<file path="src/rtl/asm_pkg.sv">
// Shared definitions for the serial byte assembler.
//   state_t      : assembler state enumeration (IDLE, SHIFT, PARITY, LOAD)
//   PAR_EVEN/ODD : parity-mode constants for the PARITY_ODD parameter
//   expected_parity : parity bit a sender must append to a given payload XOR
package asm_pkg;

    typedef enum logic [1:0] {
        IDLE   = 2'd0,
        SHIFT  = 2'd1,
        PARITY = 2'd2,
        LOAD   = 2'd3
    } state_t;

    localparam int PAR_EVEN = 0;
    localparam int PAR_ODD  = 1;

    // payload_xor is the XOR of all payload bits; odd parity inverts it.
    function automatic logic expected_parity(input logic payload_xor, input logic odd_mode);
        return payload_xor ^ odd_mode;
    endfunction

endpackage

</file>
<file path="src/rtl/shift_in_reg.sv">
// LSB-first serial shift register with a saturating bit counter.
//   clk, rst       : clock, asynchronous active-high reset
//   i_clear        : clear shift register and counter (frame start)
//   i_shift        : accept i_bit this cycle
//   i_bit          : serial data bit
//   o_shreg        : current shift register contents
//   o_shreg_next   : contents after shifting i_bit in (for same-edge capture)
//   o_last         : the next accepted bit completes the payload
module shift_in_reg #(
    parameter int WIDTH = 8
) (
    input  logic             clk,
    input  logic             rst,
    input  logic             i_clear,
    input  logic             i_shift,
    input  logic             i_bit,
    output logic [WIDTH-1:0] o_shreg,
    output logic [WIDTH-1:0] o_shreg_next,
    output logic             o_last
);

    localparam int CW = $clog2(WIDTH + 1);

    logic [WIDTH-1:0] r_shreg;
    logic [CW-1:0]    r_count;
    logic [WIDTH-1:0] w_shreg_next;

    // New bit enters at the MSB so the first bit received ends up at bit 0.
    assign w_shreg_next = (r_shreg >> 1) | ({{(WIDTH-1){1'b0}}, i_bit} << (WIDTH - 1));

    always_ff @(posedge clk or posedge rst) begin
        if (rst) begin
            r_shreg <= '0;
            r_count <= '0;
        end else if (i_clear) begin
            r_shreg <= '0;
            r_count <= '0;
        end else if (i_shift && (r_count != CW'(WIDTH))) begin
            // Counter saturates at WIDTH rather than wrapping.
            r_shreg <= w_shreg_next;
            r_count <= r_count + 1'b1;
        end
    end

    assign o_shreg      = r_shreg;
    assign o_shreg_next = w_shreg_next;
    assign o_last       = (r_count == CW'(WIDTH - 1));

endmodule

</file>
<file path="src/rtl/byte_assembler.sv">
// Serial-to-parallel word assembler with optional parity check.
//   clk       : clock, all state changes on rising edge
//   rst       : asynchronous active-high reset
//   start     : begin (or restart) a frame
//   bit_in    : serial data bit, LSB first
//   bit_valid : qualifies bit_in
//   abort     : cancel the current frame (highest priority)
//   data      : assembled word, held between loads
//   ena       : one-cycle load strobe for the downstream register
//   busy      : state is not IDLE
//   par_err   : sticky parity failure, cleared when a start is accepted
module byte_assembler
    import asm_pkg::*;
#(
    parameter int WIDTH      = 8,
    parameter int PARITY_EN  = 1,
    parameter int PARITY_ODD = PAR_EVEN
) (
    input  logic             clk,
    input  logic             rst,
    input  logic             start,
    input  logic             bit_in,
    input  logic             bit_valid,
    input  logic             abort,
    output logic [WIDTH-1:0] data,
    output logic             ena,
    output logic             busy,
    output logic             par_err
);

    state_t           r_state;
    logic [WIDTH-1:0] r_data;
    logic             r_ena;
    logic             r_par_err;

    logic [WIDTH-1:0] w_shreg;
    logic [WIDTH-1:0] w_shreg_next;
    logic             w_last;
    logic             w_clear;
    logic             w_shift;
    logic             w_par_exp;

    // Start is accepted from IDLE unconditionally and from SHIFT/PARITY
    // unless abort wins; LOAD ignores start.
    assign w_clear = (r_state == IDLE && start) ||
                     ((r_state == SHIFT || r_state == PARITY) && start && !abort);
    assign w_shift = (r_state == SHIFT) && bit_valid && !abort && !start;
    assign w_par_exp = expected_parity(^w_shreg, PARITY_ODD != PAR_EVEN);

    shift_in_reg #(
        .WIDTH (WIDTH)
    ) u_shift (
        .clk          (clk),
        .rst          (rst),
        .i_clear      (w_clear),
        .i_shift      (w_shift),
        .i_bit        (bit_in),
        .o_shreg      (w_shreg),
        .o_shreg_next (w_shreg_next),
        .o_last       (w_last)
    );

    always_ff @(posedge clk or posedge rst) begin
        if (rst) begin
            r_state   <= IDLE;
            r_data    <= '0;
            r_ena     <= 1'b0;
            r_par_err <= 1'b0;
        end else begin
            r_ena <= 1'b0;
            case (r_state)
                IDLE: begin
                    if (start) begin
                        r_state   <= SHIFT;
                        r_par_err <= 1'b0;
                    end
                end
                SHIFT: begin
                    if (abort) begin
                        r_state <= IDLE;
                    end else if (start) begin
                        r_state   <= SHIFT;
                        r_par_err <= 1'b0;
                    end else if (bit_valid && w_last) begin
                        if (PARITY_EN != 0) begin
                            r_state <= PARITY;
                        end else begin
                            // Capture including the bit arriving on this edge.
                            r_state <= LOAD;
                            r_ena   <= 1'b1;
                            r_data  <= w_shreg_next;
                        end
                    end
                end
                PARITY: begin
                    if (abort) begin
                        r_state <= IDLE;
                    end else if (start) begin
                        r_state   <= SHIFT;
                        r_par_err <= 1'b0;
                    end else if (bit_valid) begin
                        if (bit_in != w_par_exp) begin
                            r_state   <= IDLE;
                            r_par_err <= 1'b1;
                        end else begin
                            r_state <= LOAD;
                            r_ena   <= 1'b1;
                            r_data  <= w_shreg;
                        end
                    end
                end
                LOAD: begin
                    r_state <= IDLE;
                end
                default: begin
                    r_state <= IDLE;
                end
            endcase
        end
    end

    // Abort arriving during LOAD must still suppress the strobe, which is
    // only possible by gating the registered strobe with the live input.
    assign ena     = r_ena && !abort;
    assign data    = r_data;
    assign busy    = (r_state != IDLE);
    assign par_err = r_par_err;

endmodule

</file>
<file path="config.mk">
export PLATFORM = sky130hd
export DESIGN_NAME = byte_assembler
export DESIGN_NICKNAME = d
export VERILOG_FILES = /design/src/rtl/asm_pkg.sv /design/src/rtl/shift_in_reg.sv /design/src/rtl/byte_assembler.sv
export SDC_FILE = /design/constraint.sdc
export NUM_CORES = 1
export LEC_CHECK = 0
export CAP_MARGIN = 20
export CORE_MARGIN = 1
export CORE_UTILIZATION = 54
export DETAILED_ROUTE_END_ITERATION = 8
export GPL_TIMING_DRIVEN = 0
export MAX_ROUTING_LAYER = met4
export PLACE_DENSITY = 0.8
export SLEW_MARGIN = 20
export SYNTH_ARGS = -nofsm -noshare
export SYNTH_HDL_FRONTEND = slang
export SYNTH_HIERARCHICAL = 1
export SYNTH_SLANG_ARGS = --single-unit
</file>
<file path="constraint.sdc">
create_clock -name clk -period 2.6 [get_ports clk]
set_input_delay 0.26 -clock clk [delete_from_list [all_inputs] [get_ports clk]]
set_output_delay 0.26 -clock clk [all_outputs]
set_load 0.05 [all_outputs]
</file>
==> results of run 1 <==
area by class of cell:
cell class	count	area, um2
multi-input cells	77	643
clock buffers	3	22.5
plain buffers	3	31.3
repair buffers	16	160
fillers	184	717
flip-flops and latches	24	601
well taps	28	35.0
inverters	12	45.0
power groups by stage:
stage	combinational, uW	clock [uW]	sequential, uW
after global routing	411	170	439
final	367	156	433
after CTS	367	156	433
after floorplan	263	0	455
after global placement	360	0	439
after detailed placement	364	0	440
worst max-delay path by stage:
stage	to	slack, ns	depth (start not counted)
2_1_floorplan	data[0]	0.67	6
3_3_place_gp	data[0]	0.25	7
3_5_place_dp	data[6]	0.24	7
4_1_cts	busy	0.45	4
5_1_grt	busy	0.34	4
6_report	busy	0.45	4
routing by layer:
metal / track usage [%] / routed length [um]
met2: 33.8 / 1180
met3: 2.98 / 54
met5: - / 0
met1: 27.0 / 1050
met4: 3.60 / 13
registers in the layout, indices dropped and copies added (netlist names):
register and cells:
par_err 1, u_shift/o_shreg 8, r_ena 1, u_shift/r_count 4
data 8, r_state 2
per-stage QoR:
step	hold slack, ns	area (um2)	instances
floorplan	0.125	1320	116
detailed placement	0.495	1520	160
CTS	0.296	1540	163
finish	0.275	1540	163
global route	0.323	1540	163
global placement	0.481	1520	160
cells in the final DEF, fill, tap and decap left out, types with 2 or more instances in the layout:
cell and instances:
mux2_1 2, nor2b_1 2, xnor2_1 2, xnor3_1 2
nand2b_1 13, and3_1 2, a31oi_1 2, xor2_1 3
dfrtp_1 24, clkdlybuf4s50_1 16, a21oi_1 3, nand2_1 3
or2_2 2, clkbuf_4 3, mux2i_1 10, inv_1 11
nor2_1 7, ha_1 6, mux2_2 7
==> flow_metrics.env, run 1 <==
export IMPL_setup_viol=0
export IMPL_cts_resized=0
export IMPL_crit_required_ns=2.34
export IMPL_finalWorstSetupSlack_ns=0.453
export IMPL_io_pins=17
export IMPL_regToRegSetupSlack_ns=0.49
export IMPL_maxSlewHeadroom_pct=64.9
export IMPL_grt_antenna_before_repair=0
export IMPL_vias=870
export IMPL_grt_pass1_vias=843
export IMPL_die_w_um=51.4
export IMPL_yosysWarnings=6
export IMPL_numCtsBuffers=3
export IMPL_drc=0
export IMPL_start_kind="flip-flop"
export IMPL_path_delay_family="buffers and inverters"
export IMPL_fin_util_pct=68.2
export IMPL_ant_nets=0
export IMPL_fin_nets=149
export IMPL_grtUsageTotal_pct=20.4
export IMPL_synth_area_um2=1320
export IMPL_pwr_share_clk_pct=16.3
export IMPL_crit_buf_inv=3
export IMPL_power_uw=956
export IMPL_dp_hpwl_um=1790
export IMPL_cp_slowest_cell="clkdlybuf4s50_1"
export IMPL_numClockSinks=24
export IMPL_rows=17
export IMPL_drt_first_pass_iters=4
export IMPL_r2r_start="u_shift/o_shreg[1]"
export IMPL_htree_levels=1
export IMPL_r2r_end="data[6]"
export IMPL_status="finished clean"
export IMPL_via_per_inst=5.34
export IMPL_routed_wl_um=2290
export IMPL_irDropWorstVdd_uv=486
export IMPL_critPathCaptureType="output pin"
export IMPL_cts_tree="done"
export IMPL_clk_pin_slew_ns=0.13
export IMPL_crit_top_cell="inv_1"
export IMPL_p_sw_share_pct=35.6
export IMPL_grt_setup_unrepaired="no"
export IMPL_setup_tns_ns=0
export IMPL_hold_path_class="in -> async"
export IMPL_drv_slew=0
export IMPL_drtIter0Drc=13
export IMPL_netlist_instances=116
export IMPL_syn_area_per_cell_um2=11.4
export IMPL_startpoint="r_state[0]"
export IMPL_combPwrFrac_pct=38.4
export IMPL_critical_path_cell_chain="inv_1 > ha_1 > inv_1 > clkdlybuf4s50_1"
export IMPL_start_util_pct=58.5
export IMPL_finalHoldViolations=0
export IMPL_total_leakage_power_uw=0.000715
export IMPL_drive_above_1_share_pct=12.6
export IMPL_synth_nets=128
export IMPL_cts_setup_buffers=0
export IMPL_p_seq_share_pct=45.3
export IMPL_max_stage_delay_ns=0.79
export IMPL_cellPowerDensity_nw_per_um2=622
export IMPL_dieArea_um2=2650
export IMPL_tightest_slew_ns=0.525
export IMPL_min_period_ns=2.15
export IMPL_cts_buffer_depth=2
export IMPL_diodes=0
export IMPL_cts_hold_buf=0
export IMPL_p_switching_uw=340
export IMPL_insertion_delay_ns=0.30
export IMPL_arrival_ns=1.89
export IMPL_clock_fmax_mhz=466
export IMPL_drv_cap=0
export IMPL_grt_pass1_wl_um=3920
export IMPL_path_class="reg -> out"
export IMPL_critPathMaxFanout=4
export IMPL_grt_ovfl_total=0
export IMPL_area_growth_pct=16.5
export IMPL_p_int_uw=616
export IMPL_worstRegToRegCells=6
export IMPL_root_buffer="clkbuf_4"
export IMPL_die_y_um=51.4
export IMPL_grt_start_max_net_pins=13
export IMPL_drt_wirelength_per_cell_um=14.1
export IMPL_worst_clock_skew_ns=0.00480
export IMPL_gp_congestion=0.833
export IMPL_post_route_period_util_pct=82.6
export IMPL_pre_cts_ws_ns=0.235
export IMPL_io_buffers=16
export IMPL_core_um2=2250
Note: power is estimated with default switching activity, not from simulation.
==> run 2: changes to the inputs <==
--- a/config.mk
+++ b/config.mk
@@ -7,11 +7,11 @@
 export LEC_CHECK = 0
 export CAP_MARGIN = 20
 export CORE_MARGIN = 1
-export CORE_UTILIZATION = 54
+export CORE_UTILIZATION = 49
 export DETAILED_ROUTE_END_ITERATION = 8
 export GPL_TIMING_DRIVEN = 0
 export MAX_ROUTING_LAYER = met4
-export PLACE_DENSITY = 0.8
+export PLACE_DENSITY = 0.76
 export SLEW_MARGIN = 20
 export SYNTH_ARGS = -nofsm -noshare
 export SYNTH_HDL_FRONTEND = slang
==> constraint.sdc (replaced) <==
create_clock -name clk -period 1.8 [get_ports clk]
set_input_delay 0.18 -clock clk [delete_from_list [all_inputs] [get_ports clk]]
set_output_delay 0.18 -clock clk [all_outputs]
set_load 0.05 [all_outputs]
==> flow_metrics.env, run 2 (synthesis results as in run 1) <==
export IMPL_final_cell_mix="dfrtp_1 (24), clkdlybuf4s50_1 (14), nand2b_1 (13)"
export IMPL_power_uw=1610
export IMPL_numClockSinks=24
export IMPL_routed_wl_um=2740
export IMPL_cts_hold_buf=0
export IMPL_min_period_ns=2.06
export IMPL_grtUsageTotal_pct=20.7
export IMPL_post_route_period_util_pct=114
export IMPL_clock_fmax_mhz=486
export IMPL_multi_input_area_um2=706
export IMPL_design_area_um2=1720
export IMPL_htree_levels=1
export IMPL_grt_pass1_vias=927
export IMPL_core_um2=2520
export IMPL_drive_above_1_share_pct=27.4
export IMPL_setup_viol=8
export IMPL_arrival_ns=2.27
export IMPL_wl_met3_um=74
export IMPL_dp_hpwl_um=1830
export IMPL_ant_nets=0
export IMPL_maxSlewHeadroom_pct=66.5
export IMPL_grt_antenna_before_repair=0
export IMPL_grt_start_max_net_pins=15
export IMPL_vias=934
export IMPL_gp_congestion=0.880
export IMPL_crit_required_ns=2.02
export IMPL_dieArea_um2=2910
export IMPL_wl_met2_um=1440
export IMPL_total_leakage_power_uw=0.000811
export IMPL_insertion_delay_ns=0.33
export IMPL_io_buffers=16
export IMPL_grt_pass1_wl_um=4110
export IMPL_clk_pin_slew_ns=0.14
export IMPL_worst_clock_skew_ns=0.0144
export IMPL_fin_nets=159
export IMPL_numCtsBuffers=3
export IMPL_drv_slew=0
export IMPL_drv_cap=0
export IMPL_drt_wirelength_per_cell_um=15.5
export IMPL_critPathCaptureType="flip-flop"
export IMPL_timing_hold_ws_ns=0.158
export IMPL_critPathMaxFanout=5
export IMPL_cellPowerDensity_nw_per_um2=936
export IMPL_area_growth_pct=30.3
export IMPL_start_util_pct=52.3
export IMPL_rows=18
export IMPL_hold_path_class="in -> async"
export IMPL_die_w_um=53.9
export IMPL_via_per_inst=5.31
export IMPL_drt_first_pass_iters=4
export IMPL_met1_length_um=1190
export IMPL_drc=0
export IMPL_start_kind="flip-flop"
export IMPL_tightest_slew_ns=0.502
export IMPL_grt_setup_unrepaired="yes"
export IMPL_path_class="reg -> reg"
export IMPL_final_common_cell="dfrtp_1"
export IMPL_irDropWorstVdd_uv=842
export IMPL_finalHoldViolations=0
export IMPL_grt_ovfl_total=0
export IMPL_cts_buffer_depth=2
export IMPL_regArea_um2=601
export IMPL_routed_top_layer="met4"
export IMPL_status="finished, violations left"
export IMPL_io_pins=17
export IMPL_dpl_cell_area_um2=1550
export IMPL_diodes=0
export IMPL_finalWorstSetupSlack_ns=-0.257
export IMPL_violations="negative setup slack"
export IMPL_nFillCells=181
export IMPL_cts_tree="done"
export IMPL_root_buffer="clkbuf_4"
export IMPL_die_y_um=53.9
export IMPL_drtIter0Drc=13
run 2: cell count changes in the layout (fill, tap and decap cells not counted), moves of 2 or more:
cell / delta
mux2_1: -2
mux2_4: +8
clkdlybuf4s50_1: -2
buf_4: +8
buf_6: +2
mux2_2: -6
run 2: layer usage:
metal	up-vias	track usage (%)
met4	0	7.89
met5	-	-
met1	456	25.6
li1	454	-
met2	20	33.7
met3	4	3.39
run 2: final timing paths:
path | start | endpoint | slack (ns) | cells past startpoint
max | u_shift/o_shreg[5] | data[0] | -0.26 | 6
min | rst | data[2] | 0.16 | 2
max reg2reg | u_shift/o_shreg[5] | data[0] | -0.26 | 6
min reg2reg | data[3] | data[3] | 0.53 | 1
max in group asynchronous | rst | u_shift/r_count[2] | 1.28 | 2
min in group clk | bit_in | u_shift/o_shreg[7] | 0.52 | 3
run 2: worst max-delay path, stage by stage (launching register included):
cell	delay [ns]
dfrtp_1	0.44
xnor2_1	0.16
xnor3_2	0.48
mux2i_2	0.21
and3_4	0.23
buf_6	0.13
mux2_4	0.30
run 2: cell type report:
type                    count  share of cell area, %
flip-flops and latches     24                   34.9
well taps                  30                   2.18
clock inverters             1                   1.75
clock buffers               3                   1.31
inverters                  12                   2.62
plain buffers               3                   1.96
multi-input cells          77                   41.0
repair buffers             26                   14.3
run 2: per-stage QoR:
stage / utilization (%) / instances / worst slack (ns) / setup TNS, ns
finish: 68.2 / 176 / -0.257 / -1.95
global route: 68.2 / 176 / -0.302 / -2.82
CTS: 65.5 / 171 / -0.309 / -2.50
detailed placement: 61.4 / 162 / -0.519 / -5.11
global placement: 61.4 / 162 / -0.483 / -4.49
floorplan: - / 116 / -0.124 / -0.989
run 2: what timing repair did:
action,4_1_cts,5_1_grt
setup endpoints to repair,13,24
cloned,1,0
setup buffers,4,7
resized for setup,9,10
pin swaps,4,3
run 2: report_power, final:
| part | leakage (uW) | total, uW | switching (uW) | internal (uW) |
|---|---|---|---|---|
| Sequential | 0.000331 | 631 | 48.9 | 582 |
| Combinational | 0.000452 | 582 | 326 | 257 |
| Clock | 0.0000279 | 396 | 171 | 225 |
| Total | 0.000811 | 1610 | 546 | 1060 |
